**config.mk**
```make
export PLATFORM = sky130hd
export DESIGN_NAME = codec_serializer
export DESIGN_NICKNAME = d
export VERILOG_FILES = /design/src/rtl/codec_serializer_pkg.sv /design/src/rtl/codec_serializer_bclk_gen.sv /design/src/rtl/codec_serializer.sv
export SDC_FILE = /design/constraint.sdc
export NUM_CORES = 1
export LEC_CHECK = 0
export CORE_MARGIN = 2
export CORE_UTILIZATION = 45
export CTS_CLUSTER_DIAMETER = 60
export DETAILED_ROUTE_END_ITERATION = 6
export GPL_ROUTABILITY_DRIVEN = 0
export PLACE_DENSITY_LB_ADDON = 0.25
export SYNTH_ARGS = -nofsm -noshare
export SYNTH_HDL_FRONTEND = slang
export SYNTH_SLANG_ARGS = --single-unit
```
**constraint.sdc**
```tcl
create_clock -name clk -period 2.2 [get_ports clk]
set_input_delay 0.66 -clock clk [delete_from_list [all_inputs] [get_ports clk]]
set_output_delay 0.66 -clock clk [all_outputs]
set_load 0.01 [all_outputs]
```
**src/rtl/codec_serializer_pkg.sv**
```systemverilog
// Shared audio constants and the frame-sample source encoding used by the codec serializer.
package codec_serializer_pkg;

    localparam int SAMPLE_WIDTH = 16;
    localparam int FRAME_BITS   = 2 * SAMPLE_WIDTH;

    // Where the sample for a new frame comes from.
    typedef enum logic [1:0] {
        SRC_PENDING,
        SRC_LAST,
        SRC_BYPASS
    } sample_src_e;

    function automatic int frame_bits(input int width);
        return 2 * width;
    endfunction

endpackage

```
**src/rtl/codec_serializer_bclk_gen.sv**
```systemverilog
// Bit-clock generator: divides clk by 2*BCLK_DIV and flags the cycle whose edge drops bclk.
module bclk_gen #(
    parameter int BCLK_DIV = 4
) (
    input  logic clk,
    input  logic rst,
    output logic bclk,
    output logic fall_evt
);

    localparam int CW = (BCLK_DIV > 2) ? $clog2(BCLK_DIV) : 1;

    logic [CW-1:0] div_cnt;
    logic          wrap;

    assign wrap     = (div_cnt == CW'(BCLK_DIV - 1));
    // High during the cycle whose rising clk edge takes bclk from 1 to 0.
    assign fall_evt = wrap && bclk;

    // NOTE: sequential state uses non-blocking assignments so every flop samples pre-edge values.
    always_ff @(posedge clk) begin
        if (!rst) begin
            div_cnt <= '0;
            bclk    <= 1'b0;
        end else if (wrap) begin
            div_cnt <= '0;
            bclk    <= ~bclk;
        end else begin
            div_cnt <= div_cnt + CW'(1);
        end
    end

endmodule

```
**src/rtl/codec_serializer.sv**
```systemverilog
// Left-justified stereo codec serializer with a one-deep pending sample buffer.
module codec_serializer
    import codec_serializer_pkg::*;
#(
    parameter int SAMPLE_WIDTH = codec_serializer_pkg::SAMPLE_WIDTH,
    parameter int BCLK_DIV     = 4
) (
    input  logic                           clk,
    input  logic                           rst,
    input  logic signed [SAMPLE_WIDTH-1:0] sample_in,
    input  logic                           new_sample,
    output logic                           sample_req,
    output logic                           bclk,
    output logic                           lrclk,
    output logic                           sdata,
    output logic                           overflow,
    output logic                           underrun
);

    localparam int FRAME = frame_bits(SAMPLE_WIDTH);
    localparam int CNT_W = $clog2(FRAME);

    logic                    fall_evt;
    logic [CNT_W-1:0]        bit_cnt;
    logic [CNT_W-1:0]        bit_cnt_next;
    logic [FRAME-1:0]        shreg;
    logic [SAMPLE_WIDTH-1:0] pending;
    logic [SAMPLE_WIDTH-1:0] last_sample;
    logic                    pending_valid;
    logic                    frame_start;
    sample_src_e             src;
    logic [SAMPLE_WIDTH-1:0] frame_sample;

    bclk_gen #(
        .BCLK_DIV (BCLK_DIV)
    ) u_bclk_gen (
        .clk      (clk),
        .rst      (rst),
        .bclk     (bclk),
        .fall_evt (fall_evt)
    );

    assign frame_start = fall_evt && (bit_cnt == CNT_W'(FRAME - 1));
    assign sdata       = shreg[FRAME-1];

    // NOTE: every signal written here gets a default first so no latch is inferred.
    always_comb begin
        bit_cnt_next = bit_cnt + CNT_W'(1);
        src          = SRC_LAST;
        frame_sample = last_sample;
        if (frame_start) begin
            bit_cnt_next = '0;
        end
        if (pending_valid) begin
            src          = SRC_PENDING;
            frame_sample = pending;
        end else if (new_sample) begin
            src          = SRC_BYPASS;
            frame_sample = sample_in;
        end
    end

    always_ff @(posedge clk) begin
        if (!rst) begin
            bit_cnt       <= '0;
            shreg         <= '0;
            lrclk         <= 1'b0;
            pending       <= '0;
            pending_valid <= 1'b0;
            last_sample   <= '0;
            sample_req    <= 1'b0;
            overflow      <= 1'b0;
            underrun      <= 1'b0;
        end else begin
            sample_req <= frame_start;
            overflow   <= 1'b0;
            underrun   <= 1'b0;

            if (fall_evt) begin
                bit_cnt <= bit_cnt_next;
                lrclk   <= (bit_cnt_next >= CNT_W'(SAMPLE_WIDTH));
                if (frame_start) begin
                    shreg       <= {frame_sample, frame_sample};
                    last_sample <= frame_sample;
                end else begin
                    shreg <= {shreg[FRAME-2:0], 1'b0};
                end
            end

            // A sample arriving on a frame start either refills the buffer or bypasses it.
            if (frame_start) begin
                unique case (src)
                    SRC_PENDING: begin
                        if (new_sample) pending <= sample_in;
                        else            pending_valid <= 1'b0;
                    end
                    SRC_LAST:    underrun <= 1'b1;
                    SRC_BYPASS:  ;
                    default:     ;
                endcase
            end else if (new_sample) begin
                pending       <= sample_in;
                pending_valid <= 1'b1;
                overflow      <= pending_valid;
            end
        end
    end

endmodule
```
==> flow_summary.toml <==
[synth]
syn_avg_cell_area_um2 = 9.68
syn_area_um2 = 3450
synthArstFlopShare_pct = 0
synthesis.instances = 357
yosysSeqAreaShare_pct = 44.0
synth_warnings = 0
synth_cell_types = 33
ys_seq_elements = 76
synth-edff-count = 0
synthTopCellsByArea = "dfxtp_1, o221a_2, mux2i_1"
synth.top_cell.area_share_pct = 44.0
synth_top_cell_by_area = "dfxtp_1"
synth_nets = 379
synth_top_flop_cell = "dfxtp_1"

[drt]
via_per_inst = 5.52
dr.pass1.iters = 4
vias = 2611
wirelength_um = 7440
drc = 0
drtIter0Drc = 118
wl_per_cell_um = 15.7
antenna_left = 0

[clock_network]
cts.sinks = 76
clk_pin_slew_ns = 0.08
post_cts_resized = 0
ctsHoldBuffers = 0
clkLatencyLatePin_ns = 0.35
htreeDepth = 3
cts_tree = "built"
clockBufferDepth = 2
numCtsBuffers = 9
postCtsSetupBuffers = 0
cts_root_buffer = "clkbuf_8"

[die]
core-area_um2 = 7330
die_area_um2 = 8390
die_w_um = 91.6
initial_core_util_pct = 47.1
fp-row-count = 31
die_h_um = 91.6
io_pins = 25

[worst_setup_path]
crit_type = "flip-flop to primary output"
cp-end-kind = "primary output"
reg2reg_from = "bit_cnt[0]"
cp-start-kind = "flip-flop"
crit_path_end = "bclk"
cp_max_fo = 7
cp_num_cells = 1
path_cells = "clkdlybuf4s50_1"
critical-path-top-delay-family = "buffers and inverters"
arrival_ns = 1.40
worst-r2r-setup-slack_ns = 0.19
r2r_end = "pending[11]"
ff2ff_path_depth = 7
crit_required_ns = 1.54
cp_slowest_stage_delay_ns = 0.59
crit_buf_inv = 1
crit_slowest_cell = "clkdlybuf4s50_1"
startpoint = "u_bclk_gen.bclk"

[place]
preCtsSetupSlack_ns = -0.00584
dpl.hpwl_um = 4670
portBuffers = 24
dpl_cell_area_um2 = 3740

[sta]
slew_viol_final = 0
setup-tns-final_ns = 0
worst_hold_slack_ns = 0.434
tightest_slew_ns = 0.461
slew-limit-headroom_pct = 69.3
fin_ws_ns = 0.142
skew_ns = 0.00788
fmax_mhz = 486
rsz0062_at_grt = "no"
period_minus_slack_ns = 2.06
setup-violations-final = 0
hold_violations = 0
fin_crit_sh_pct = 93.5

[power_and_ir_drop]
p_leak_nw = 1.55
power_mw = 2.73
power.density_nw_per_um2 = 692
ir_worst_vdd_mv = 0.496

[status]
status = "finished clean"

[final_layout]
design_area_um2 = 3950
antenna_cells = 0
drive_gt1_share_pct = 16.6
layout_common_cells = "dfxtp_1, nand2_1, mux2i_1, nor2b_1, o221a_2"
final_nets = 391
area_growth_pct = 14.2
final_common_cell = "dfxtp_1"

[global_route]
grt_pass1_vias = 2530
track_usage_pct = 18.5
antenna_found_initial = 0
grt_pass1_wl_um = 12400
grt-ovfl-total = 0
grt_max_degree = 52

[flow_run]
maxCapViolations = 0

[worst_hold_path]
hold_path.class = "flip-flop to flip-flop"
[routing by layer]
layer | track usage [%] | up-vias | wire length [um] | share of wire [%]
met3 | 3.12 | 15 | 211 | 2.8
met1 | 24.6 | 1243 | 3620 | 49
li1 | - | 1313 | - | -
met5 | 0 | - | 0 | 0
met2 | 29.2 | 40 | 3480 | 47
met4 | 8.59 | 0 | 132 | 1.8
[layout make-up]
class | instances | area [um^2]
fillers | 644 | 3390
flip-flops and latches | 76 | 1520
multi-input cells | 246 | 1730
well taps | 99 | 124
clock buffers | 12 | 155
repair buffers | 36 | 363
clock inverters | 4 | 47.5
[state kept, by name, summed over array words and instances, names as in the netlist]
name and flops:
bit_cnt 4, last_sample 16, lrclk 1, overflow 1, pending 16, pending_valid 1, sample_req 1, shreg 32
u_bclk_gen.bclk 1, u_bclk_gen.div_cnt 2, underrun 1
[stage by stage]
step           utilization, %  cells
6_report                 53.8    473
5_1_grt                  53.8    473
4_1_cts                  53.8    473
3_5_place_dp             51.0    457
3_3_place_gp             51.0    457
2_1_floorplan               -    357
[report_power, final]
part / leakage (nW) / total, mW / switching, mW / internal [mW]
clock: 0.102 / 1.09 / 0.510 / 0.583
combinational: 0.834 / 0.211 / 0.112 / 0.0992
sequential: 0.616 / 1.43 / 0.0214 / 1.41
[synth_stat cells, types with 2 or more instances]
cell	number
a21boi_0	2
a21oi_1	2
a22o_1	15
a31oi_1	2
and2_1	3
and3_1	2
buf_2	10
buf_4	5
buf_6	3
clkbuf_1	16
dfxtp_1	76
ha_1	3
mux2i_1	31
nand2_1	56
nand2b_1	2
nand3_1	19
nor2_1	2
nor2b_1	31
nor3b_1	2
o211ai_1	16
o21ai_0	18
o221a_2	29
xor2_1	2
[cells by family (layout without fill, tap and decap cells)]
family                     after synthesis  after routing  synth area share, %
AOI/OAI and AO/OA                       86             86                 21.2
xor gates and xnor gates                 3              3                0.761
adders and majority gates                3              3                 1.09
buffers and inverters                   35             52                 5.83
DFF                                     76             76                 44.0
muxes                                   32             32                 9.31
and+or+nand+nor                        122            122                 17.7
[worst min path at each step]
stage | from | to | cells past startpoint | slack (ns)
after CTS | u_bclk_gen.div_cnt[0] | u_bclk_gen.div_cnt[0] | 1 | 0.44
after floorplan | u_bclk_gen.div_cnt[0] | u_bclk_gen.div_cnt[0] | 1 | 0.40
final | u_bclk_gen.div_cnt[0] | u_bclk_gen.div_cnt[0] | 1 | 0.43
after global placement | u_bclk_gen.div_cnt[0] | u_bclk_gen.div_cnt[0] | 1 | 0.41
after global routing | u_bclk_gen.div_cnt[0] | u_bclk_gen.div_cnt[0] | 1 | 0.47
after detailed placement | u_bclk_gen.div_cnt[0] | u_bclk_gen.div_cnt[0] | 1 | 0.43
Note: power is estimated with default switching activity, not from simulation.
